**src/rtl/rs_station.sv**
```systemverilog
// Tomasulo reservation station: buffers micro-ops, snoops the CDB
// for operands and issues the oldest ready entry to its EX unit.
module rs_station #(
  parameter int ENTRIES = 4,
  parameter int DATA_W  = 32,
  parameter int TAG_W   = 4,
  parameter int OP_W    = 4
) (
  input  logic                      clk,
  input  logic                      rst,
  input  logic                      flush,
  input  logic                      disp_valid,
  output logic                      disp_ready,
  input  logic [OP_W-1:0]           disp_op,
  input  logic [TAG_W-1:0]          disp_dst,
  input  logic                      disp_s1_rdy,
  input  logic [TAG_W-1:0]          disp_s1_tag,
  input  logic [DATA_W-1:0]         disp_s1_val,
  input  logic                      disp_s2_rdy,
  input  logic [TAG_W-1:0]          disp_s2_tag,
  input  logic [DATA_W-1:0]         disp_s2_val,
  input  logic                      cdb_valid,
  input  logic [TAG_W-1:0]          cdb_tag,
  input  logic [DATA_W-1:0]         cdb_val,
  output logic                      iss_valid,
  input  logic                      iss_ready,
  output logic [OP_W-1:0]           iss_op,
  output logic [TAG_W-1:0]          iss_dst,
  output logic [DATA_W-1:0]         iss_a,
  output logic [DATA_W-1:0]         iss_b,
  output logic [$clog2(ENTRIES):0]  count
);

  localparam int IW = (ENTRIES > 1) ? $clog2(ENTRIES) : 1;
  localparam int CW = $clog2(ENTRIES) + 1;

  logic [ENTRIES-1:0] busy;
  logic [ENTRIES-1:0] q1_rdy;
  logic [ENTRIES-1:0] q2_rdy;
  logic [ENTRIES-1:0] rdy;
  logic [OP_W-1:0]    op     [ENTRIES];
  logic [TAG_W-1:0]   dst    [ENTRIES];
  logic [TAG_W-1:0]   q1_tag [ENTRIES];
  logic [TAG_W-1:0]   q2_tag [ENTRIES];
  logic [DATA_W-1:0]  v1     [ENTRIES];
  logic [DATA_W-1:0]  v2     [ENTRIES];
  logic [IW-1:0]      age    [ENTRIES];

  logic [IW-1:0]      slot;
  logic [IW-1:0]      sel;
  logic [IW-1:0]      sel_age;
  logic               disp_fire;
  logic               iss_fire;
  logic               s1_rdy;
  logic               s2_rdy;
  logic [DATA_W-1:0]  s1_val;
  logic [DATA_W-1:0]  s2_val;

  assign rdy = busy & q1_rdy & q2_rdy;

  always_comb begin
    count = '0;
    for (int i = 0; i < ENTRIES; i++)
      count = count + CW'(busy[i]);
  end

  // descending scan leaves the lowest free index
  always_comb begin
    slot = '0;
    for (int i = ENTRIES - 1; i >= 0; i--)
      if (!busy[i]) slot = IW'(i);
  end

  // strict compare keeps the lower index on a tie
  always_comb begin
    sel       = '0;
    sel_age   = '0;
    iss_valid = 1'b0;
    for (int i = 0; i < ENTRIES; i++) begin
      if (rdy[i] && (!iss_valid || age[i] > sel_age)) begin
        sel       = IW'(i);
        sel_age   = age[i];
        iss_valid = 1'b1;
      end
    end
  end

  assign iss_op  = op[sel];
  assign iss_dst = dst[sel];
  assign iss_a   = v1[sel];
  assign iss_b   = v2[sel];

  assign disp_ready = !flush && (count < CW'(ENTRIES));
  assign disp_fire  = disp_valid && disp_ready;
  assign iss_fire   = iss_valid && iss_ready && !flush;

  assign s1_rdy = disp_s1_rdy ||
                  (cdb_valid && cdb_tag == disp_s1_tag);
  assign s2_rdy = disp_s2_rdy ||
                  (cdb_valid && cdb_tag == disp_s2_tag);
  assign s1_val = disp_s1_rdy ? disp_s1_val : cdb_val;
  assign s2_val = disp_s2_rdy ? disp_s2_val : cdb_val;

  // age counts younger busy entries, so it never exceeds ENTRIES-1
  always_ff @(posedge clk) begin
    if (rst || flush) begin
      busy <= '0;
      for (int i = 0; i < ENTRIES; i++)
        age[i] <= '0;
    end else begin
      for (int i = 0; i < ENTRIES; i++) begin
        if (busy[i]) begin
          age[i] <= age[i] + IW'(disp_fire)
                    - IW'(iss_fire && age[i] > sel_age);
          if (cdb_valid && !q1_rdy[i] && q1_tag[i] == cdb_tag) begin
            q1_rdy[i] <= 1'b1;
            v1[i]     <= cdb_val;
          end
          if (cdb_valid && !q2_rdy[i] && q2_tag[i] == cdb_tag) begin
            q2_rdy[i] <= 1'b1;
            v2[i]     <= cdb_val;
          end
        end
      end
      if (iss_fire)
        busy[sel] <= 1'b0;
      if (disp_fire) begin
        busy[slot]   <= 1'b1;
        age[slot]    <= '0;
        op[slot]     <= disp_op;
        dst[slot]    <= disp_dst;
        q1_rdy[slot] <= s1_rdy;
        q1_tag[slot] <= disp_s1_tag;
        v1[slot]     <= s1_val;
        q2_rdy[slot] <= s2_rdy;
        q2_tag[slot] <= disp_s2_tag;
        v2[slot]     <= s2_val;
      end
    end
  end

endmodule

```
**config.mk**
```make
export PLATFORM = sky130hd
export DESIGN_NAME = rs_station
export DESIGN_NICKNAME = d
export VERILOG_FILES = /design/src/rtl/rs_station.sv
export SDC_FILE = /design/constraint.sdc
export NUM_CORES = 1
export LEC_CHECK = 0
export BUFFER_PORTS_ARGS = -buffer_cell sky130_fd_sc_hd__buf_2
export CAP_MARGIN = 20
export CORE_ASPECT_RATIO = 1.4
export CORE_MARGIN = 4
export CORE_UTILIZATION = 35
export DETAILED_ROUTE_END_ITERATION = 16
export GPL_ROUTABILITY_DRIVEN = 0
export PLACE_DENSITY = 0.51
export SLEW_MARGIN = 10
export SYNTH_ARGS = -nofsm -noshare
export SYNTH_HDL_FRONTEND = slang
export SYNTH_SLANG_ARGS = --single-unit
export TNS_END_PERCENT = 100
```
**constraint.sdc**
```tcl
create_clock -name clk -period 6.35 [get_ports clk]
set_input_delay 0.635 -clock clk [delete_from_list [all_inputs] [get_ports clk]]
set_output_delay 0.635 -clock clk [all_outputs]
set_load 0.01 [all_outputs]
```
==> results of run 1 <==
[through the flow]
| stage | area [µm²] | total power, mW | TNS (ns) |
|---|---|---|---|
| finish | 19600 | 4.71 | 0 |
| global route | 19600 | 4.87 | -0.0824 |
| CTS | 19600 | 4.76 | 0 |
| detailed placement | 18500 | 2.84 | 0 |
| global placement | 18500 | 2.83 | 0 |
| floorplan | 16700 | 2.69 | 0 |
[cell usage after synthesis (4+ instances only)]
cell type | instances | share of area (%)
nand2_4 | 4 | 0.27
mux2_2 | 245 | 16
nand4_1 | 5 | 0.19
edfxtp_1 | 328 | 59
inv_1 | 25 | 0.56
buf_6 | 12 | 0.81
buf_2 | 19 | 0.57
a21oi_1 | 10 | 0.30
xnor2_1 | 28 | 1.5
mux2_1 | 11 | 0.74
buf_1 | 4 | 0.090
a21o_1 | 4 | 0.18
nand2_1 | 22 | 0.49
mux2i_1 | 75 | 4.5
a211oi_1 | 5 | 0.22
xor2_1 | 13 | 0.68
nor2_1 | 10 | 0.22
nor3_1 | 10 | 0.30
dfxtp_1 | 12 | 1.4
nand3b_1 | 4 | 0.18
nand3_1 | 14 | 0.42
a22oi_1 | 75 | 3.4
o21ai_0 | 83 | 2.5
ha_1 | 24 | 1.8
clkbuf_1 | 28 | 0.63
[area by class of cell]
type | count | area, µm² | area share [%]
Multi-Input combinational cell | 691 | 6270 | 32.0
Antenna cell | 8 | 20.0 | 0.102
Clock inverter | 10 | 50.0 | 0.255
Tap cell | 624 | 781 | 3.98
Clock buffer | 50 | 975 | 4.97
Timing Repair Buffer | 235 | 1320 | 6.72
Inverter | 28 | 105 | 0.536
Sequential cell | 340 | 10100 | 51.4
[per-layer routing]
layer	track usage [%]	vias to the layer above	wire length (µm)
met5	0	-	21
met4	5.73	4	1380
met3	3.68	83	2400
met2	34.6	244	26200
met1	22.8	5354	20100
li1	-	4829	-
[flip-flops by register name, indices dropped and copies added (netlist names), 8 cells and up]
signal / cells
dst: 16
q2_tag: 16
v2: 128
op: 16
q1_tag: 16
age: 8
v1: 128
[worst register-to-register path, delay by kind of cell (launching register included)]
kind,cells,cell delay (ns)
buf+inv,3,0.27
flops,1,0.39
compound gates,10,1.95
fa+ha+maj,6,1.54
simple gates,8,1.08
mux,1,0.35
xor+xnor,1,0.14
[worst max-delay path by stage]
stage                     end  slack, ns  cells after the start
floorplan           age[2][1]       0.44                     32
global placement    age[2][1]       0.42                     30
detailed placement  age[3][1]       0.25                     30
CTS                  iss_a[4]      0.008                     21
global route        age[1][1]      -0.04                     30
finish              iss_a[25]       0.45                     21
[kinds of logic (layout without fill, tap and decap cells)]
logic type / Yosys count / after routing / synth area share, %
AOI/OAI and AO/OA: 202 / 202 / 7.83
buffers and inverters: 95 / 323 / 2.88
and+or+nand+nor: 91 / 91 / 3.19
DFF: 340 / 340 / 60.3
adders and majority gates: 25 / 25 / 1.91
xor gates and xnor gates: 41 / 41 / 2.14
other: 0 / 8 / 0
muxes: 332 / 332 / 21.8
[power breakdown]
| group | switching [mW] | internal [mW] |
|---|---|---|
| logic | 0.160 | 0.132 |
| registers | 0.00690 | 2.49 |
| clock network | 0.854 | 1.07 |
| total | 1.02 | 3.69 |
[what timing repair did]
action / 4_1_cts / 5_1_grt
gates resized for setup: 2 / 4
setup buffers: 0 / 2
pin swaps: 0 / 2
endpoints found under the hold margin: 0 / 0
endpoints found under the setup margin: 12 / 79
==> flow_metrics.tcl, run 1 <==
set metrics [dict create \
    vias_per_cell 5.29 \
    tightestPinTransition_ns 0.889 \
    cts_tree "done" \
    yosys_warnings 0 \
    worstPathMaxFanout 50 \
    ys_seq_area_share_pct 60.3 \
    r2r-start "q2_rdy[0]" \
    layoutNonFillerInstCount 1986 \
    cts_max_level 2 \
    clockBufferDepth 3 \
    crit_type "reg2out" \
    cts_buffers 36 \
    cts_hold_buffers 0 \
    finalCriticalPeriod_ns 5.90 \
    final.setup_skew_ns 0.0131 \
    fillers 4403 \
    hold_viol 0 \
    setup.worst_path.start "q2_rdy[0]" \
    synth-seq-cells 340 \
    whs_ns 0.328 \
    cts.sinks 340 \
    routedWlPerCell_um 25.2 \
    track_usage_pct 19.1 \
    place_ws_ns 0.254 \
    critPathSlowestCell "buf_6" \
    vias 10500 \
    synth_edf_count 328 \
    ff2ff_path_depth 29 \
    die_w_um 193 \
    initial_core_util_pct 35.5 \
    fin_nets 1481 \
    cp_num_buf_inv 3 \
    synth_cell_types 61 \
    worstHoldStart "disp_op[3]" \
    grt_pass1_wl_um 72600 \
    antenna_left 0 \
    r2r_end "age[2][1]" \
    cp_top_family "compound AO/OA/AOI/OAI gates" \
    irDropWorstVdd_mv 0.141 \
    io_pins 201 \
    final-setup-viol-count 0 \
    ys_async_sr_fraction_pct 0 \
    power.density_nw_per_um2 240 \
    die_h_um 267 \
    grt_antenna_before_repair 12 \
    r2r_setup_slack_ns 0.55 \
    grt_overflow_total 0 \
    portBuffers 200 \
    worstSkewPairLatency_ns 0.53 \
    dieArea_um2 51500 \
    max_clock_freq_mhz 170 \
    core_region_area_um2 47200 \
    drt_iter0_drc 608 \
    synth-main-ff-cell "edfxtp_1" \
    cp.required_ns 5.71 \
    cts_root_buffer "clkbuf_16" \
    dp.cells 1916 \
    path_cells "and3_1 > nand2_1 > ha_1 > nor2b_1 > o21ai_2 > o21a_1 > a22o_1 > inv_1 > ha_1 > nor2b_1 > o21ai_0 > a21o_1 > mux2_2 > ha_1 > nand2_1 > o21ai_1 > a21oi_4 > buf_6 > a22oi_1 > o21ai_1 > buf_2" \
    crit_top_cell "ha_1" \
    slew_headroom_pct 40.7 \
    final.setup.worst_slack_ns 0.450 \
    row_count 94 \
    hold_path_depth 1 \
    mostFrequentLayoutCells "edfxtp_1 (328), mux2_2 (245), buf_2 (200)" \
    power.leakage_nw 6.64 \
    area_growth_pct 17.1 \
    syn_area_per_cell_um2 14.9 \
    grt_max_degree 73 \
    clk_pin_slew_ns 0.06 \
    final_common_cell "edfxtp_1" \
    synth_area_um2 16700 \
    dp_hpwl_um 31000 \
    wl_um 50100 \
    route.detailed.drc 0 \
    arrival_ns 5.26 \
    synth.net_count 1275 \
    end_kind "output pin" \
    drive_above_1_share_pct 40.8 \
    holdPathEnd "op[0][3]" \
    drt_pass1_iterations 5 \
    syn_inst 1126 \
    maxCapViolations 0 \
    finalMaxSlewViolations 0 \
    finalCoreUtilization_pct 41.6 \
    fin_crit_sh_pct 92.9 \
    status "completed" \
    holdCritPathClass "in2reg" \
    grt_pass1_vias 11000 \
    cp-start-kind "register" \
    max_stage_delay_ns 0.49 \
]
Power figures use the tool's default switching activity.
==> run 2: changes to the inputs <==
Settings changed: CTS_BUF_LIST from default to sky130_fd_sc_hd__clkbuf_16.
==> run 2 against run 1 <==
Routed wire length about the same. Total power decreased by 0.39%. Utilization unchanged. Worst setup slack improved by 0.0098 ns. Clock skew increased by 0.0012 ns. Design area unchanged. Largest cell class unchanged. Critical path type unchanged. Final cell count unchanged. Fmax increased by 0.17%.
==> flow_metrics.tcl, run 2 (synthesized netlist as in run 1, its figures left out) <==
set metrics [dict create \
    status "completed" \
    finalCriticalPeriod_ns 5.89 \
    portBuffers 200 \
    holdCritPathClass "in2reg" \
    initial_core_util_pct 35.5 \
    maxCapViolations 0 \
    arrival_ns 5.25 \
    vias_per_cell 5.31 \
    final-setup-viol-count 0 \
    drive_above_1_share_pct 40.8 \
    dpl-instance-area_um2 18500 \
    worstSkewPairLatency_ns 0.53 \
    cts_root_buffer "clkbuf_16" \
    routedWlPerCell_um 25.2 \
    final_common_cell "edfxtp_1" \
    dieArea_um2 51500 \
    antenna_left 0 \
    core_region_area_um2 47200 \
    largestRegisters "v1 x128, v2 x128" \
    drt_pass1_iterations 5 \
    drt_iter0_drc 614 \
    vias 10500 \
    cts_max_level 2 \
    grt_pass1_wl_um 72600 \
    grt_antenna_before_repair 12 \
    whs_ns 0.327 \
    crit_type "reg2out" \
    fin_area_um2 19600 \
    wl_um 50100 \
    track_usage_pct 19.1 \
    cts_buffers 36 \
    cts_tree "done" \
    io_pins 201 \
    clk_pin_slew_ns 0.06 \
    layoutNonFillerInstCount 1986 \
    final.setup_skew_ns 0.0143 \
    power.leakage_nw 6.69 \
    die_w_um 193 \
    dp.cells 1916 \
    max_clock_freq_mhz 170 \
    finalCoreUtilization_pct 41.6 \
    mostFrequentLayoutCells "edfxtp_1 (328), mux2_2 (245), buf_2 (200)" \
    cp.required_ns 5.71 \
    area_growth_pct 17.1 \
    fin_nets 1481 \
    clockBufferDepth 3 \
    hold_viol 0 \
    grt_pass1_vias 11000 \
    finalMaxSlewViolations 0 \
    fin_crit_sh_pct 92.8 \
    cts.sinks 340 \
    row_count 94 \
    dp_hpwl_um 31000 \
    cts_hold_buffers 0 \
    route.detailed.drc 0 \
    end_kind "output pin" \
    die_h_um 267 \
    grt_overflow_total 0 \
    tightestPinTransition_ns 0.885 \
    power.density_nw_per_um2 239 \
    irDropWorstVdd_mv 0.141 \
    grt_max_degree 73 \
    slew_headroom_pct 41.0 \
    cp-start-kind "register" \
    worstPathMaxFanout 50 \
]
-- run 2: cell count changes in the layout (fill, tap and decap cells not counted), sizes merged --
cell	delta
clkbuf	-13
inv	+13
-- run 2: area by class of cell --
cell class | instances | area, µm²
Fill cell | 4403 | 27600
Multi-Input combinational cell | 691 | 6270
Timing Repair Buffer | 235 | 1320
Clock buffer | 37 | 926
Clock inverter | 23 | 98.8
Inverter | 28 | 105
Sequential cell | 340 | 10100
Tap cell | 624 | 781
Antenna cell | 8 | 20.0
-- run 2: final timing paths --
path	startpoint	end	slack [ns]	cells past startpoint
setup reg to reg	q2_rdy[0]	age[2][1]	0.55	29
hold reg to reg	age[3][0]	age[3][0]	0.53	2
hold / removal	disp_op[3]	op[2][3]	0.33	1
setup / recovery	q2_rdy[0]	iss_a[25]	0.46	21
-- run 2: report_power, final --
| part | internal [mW] | switching (mW) | total [mW] |
|---|---|---|---|
| Clock | 1.05 | 0.857 | 1.90 |
| Sequential | 2.49 | 0.00693 | 2.49 |
| Combinational | 0.132 | 0.160 | 0.292 |
-- run 2: per-stage QoR --
stage / power (mW) / setup WS (ns) / TNS, ns
3_3_place_gp: 2.83 / 0.417 / 0
6_report: 4.69 / 0.460 / 0
3_5_place_dp: 2.84 / 0.254 / 0
4_1_cts: 4.74 / 0.00763 / 0
2_1_floorplan: 2.69 / 0.440 / 0
5_1_grt: 4.85 / -0.0408 / -0.0824
-- run 2: routing by layer --
metal	vias up	track usage, %	routed length, µm
li1	4832	-	-
met1	5357	22.8	20000
met2	269	34.6	26200
met3	85	3.68	2480
met4	4	5.73	1400
met5	-	0	21
-- run 2: worst max-delay path: stages, from the launching register on --
cell      delay (ns)
edfxtp_1        0.39
and3_1          0.29
nand2_1         0.09
ha_1            0.29
nor2b_1         0.15
o21ai_2         0.18
o21a_1          0.15
a22o_1          0.20
inv_1           0.06
ha_1            0.28
nor2b_1         0.13
o21ai_0         0.22
a21o_1          0.21
mux2_2          0.34
ha_1            0.27
nand2_1         0.08
o21ai_1         0.12
a21oi_4         0.20
buf_6           0.48
a22oi_1         0.17
o21ai_1         0.22
buf_2           0.20
-- run 2: repair_timing --
| item | CTS | global route |
|---|---|---|
| pin swaps | 0 | 2 |
| buffers inserted | 0 | 2 |
| resized for setup | 2 | 4 |
| setup endpoints to repair | 12 | 79 |
==> run 3: changes to the inputs <==
==> constraint.sdc (replaced) <==
create_clock -name clk -period 6.35 [get_ports clk]
set_input_delay 1.27 -clock clk [delete_from_list [all_inputs] [get_ports clk]]
set_output_delay 1.27 -clock clk [all_outputs]
set_load 0.01 [all_outputs]
==> run 3 against run 2 <==
Total power rose by 7.5%. Worst setup slack got worse by 0.27 ns. Global-route usage rose by 0.29 points. Critical endpoint is now iss_a[7].
==> flow_metrics.tcl, run 3 (synthesized netlist as in run 1, its figures left out) <==
set metrics [dict create \
    fin_setup_tns_ns 0 \
    vias 10700 \
    area_growth_pct 21.5 \
    cts_hold_buffers 0 \
    grt_pass1_vias 11500 \
    worstPathMaxFanout 7 \
    route.detailed.drc 0 \
    holdCritPathClass "reg2reg" \
    clockBufferDepth 3 \
    cts_buffers 38 \
    cp.required_ns 5.08 \
    status "completed" \
    antenna_left 0 \
    initial_core_util_pct 35.5 \
    core_region_area_um2 47200 \
    worstHoldStart "age[3][0]" \
    hold_viol 0 \
    fin_nets 1513 \
    place_ws_ns 0.114 \
    cts_tree "done" \
    die_h_um 267 \
    cts.sinks 340 \
    fin_area_um2 20400 \
    cp-start-kind "register" \
    drive_above_1_share_pct 44.0 \
    mostFrequentLayoutCells "edfxtp_1 (328), mux2_2 (245), buf_2 (200)" \
    r2r-start "q1_rdy[0]" \
    final.setup_skew_ns 0.0161 \
    slew_headroom_pct 31.4 \
    largestRegisters "v1 x128, v2 x128" \
    grt_overflow_total 0 \
    grt_pass1_wl_um 73800 \
    power.density_nw_per_um2 248 \
    track_usage_pct 19.4 \
    cts_root_buffer "clkbuf_16" \
    cts_max_level 2 \
    grt_max_degree 48 \
    wl_um 51600 \
    worstSkewPairLatency_ns 0.53 \
    setup.worst_path.start "q1_rdy[0]" \
    end_kind "output pin" \
    fin_crit_sh_pct 97.0 \
    final.setup.worst_slack_ns 0.188 \
    dp_hpwl_um 31800 \
    arrival_ns 4.89 \
    vias_per_cell 5.31 \
    final-setup-viol-count 0 \
    grt_antenna_before_repair 11 \
    maxCapViolations 0 \
    drt_iter0_drc 640 \
    dieArea_um2 51500 \
    irDropWorstVdd_mv 0.141 \
    portBuffers 200 \
    crit_type "reg2out" \
    routedWlPerCell_um 25.5 \
    io_pins 201 \
    power.leakage_nw 7.01 \
    finalCoreUtilization_pct 43.2 \
    final_common_cell "edfxtp_1" \
    tightestPinTransition_ns 1.03 \
    drt_pass1_iterations 5 \
    die_w_um 193 \
    max_clock_freq_mhz 162 \
    finalCriticalPeriod_ns 6.16 \
    clk_pin_slew_ns 0.06 \
    dpl-instance-area_um2 18600 \
    finalMaxSlewViolations 0 \
    row_count 94 \
]
==> run 3: changes by cell type in the layout (fill, tap and decap cells not counted), sizes merged <==
| cell | before | now |
|---|---|---|
| buf | 235 | 261 |
| clkinvlp | 0 | 2 |
| clkinv | 11 | 10 |
| bufinv | 0 | 5 |
| inv | 40 | 33 |
| clkbuf | 37 | 45 |
==> run 3: final timing paths <==
path	to	slack, ns	cells past startpoint
worst min register to register	age[3][0]	0.52	2
worst max register to register	age[2][1]	0.45	33
worst max-delay path	iss_a[7]	0.19	24
worst min-delay path	age[3][0]	0.52	2
==> run 3: area by class of cell <==
class,instances,area [µm²]
Antenna cell,8,20.0
Clock buffer,41,1030
Clock inverter,22,233
Fill cell,4350,26800
Inverter,28,105
Multi-Input combinational cell,691,6350
Sequential cell,340,10100
Tap cell,624,781
Timing Repair Buffer,265,1750
==> run 3: through the flow <==
stage	hold WS [ns]	power, mW	cells
floorplan	0.461	2.69	1126
detailed placement	0.515	2.84	1920
global placement	0.516	2.83	1919
global route	0.543	5.21	2014
CTS	0.524	5.10	1997
finish	0.524	5.04	2019
==> run 3: where the power goes <==
group / total (mW) / switching, mW / internal [mW] / leakage (nW)
Clock: 2.25 / 0.890 / 1.36 / 0.637
Sequential: 2.49 / 0.00708 / 2.49 / 3.06
Combinational: 0.297 / 0.161 / 0.135 / 3.31
==> run 3: worst max-delay path, cell delays in order, from the launching register on <==
cell       delay, ns
edfxtp_1        0.37
and3_4          0.22
nand2_1         0.06
ha_1            0.30
nor2b_4         0.14
o21ai_2         0.06
buf_4           0.14
a21oi_4         0.15
a22o_1          0.20
inv_1           0.08
ha_4            0.21
nor2b_1         0.12
o21ai_1         0.16
a21o_1          0.19
mux2i_1         0.21
ha_1            0.26
nor2b_1         0.14
o21a_1          0.22
a221oi_4        0.28
buf_4           0.16
buf_8           0.13
clkbuf_16       0.19
a22oi_1         0.07
o21ai_1         0.11
buf_2           0.16
==> run 3: metal layers <==
metal	track usage, %	up-vias	wire [µm]
li1	-	4897	-
met4	5.67	6	1280
met5	0	-	39
met1	22.6	5500	19900
met3	3.13	67	2390
met2	36.3	256	27900
==> run 3: what timing repair did <==
item	4_1_cts	5_1_grt
pin swaps	3	10
gates cloned	2	5
setup buffers	12	9
gates resized for setup	15	54
endpoints found under the setup margin	72	76
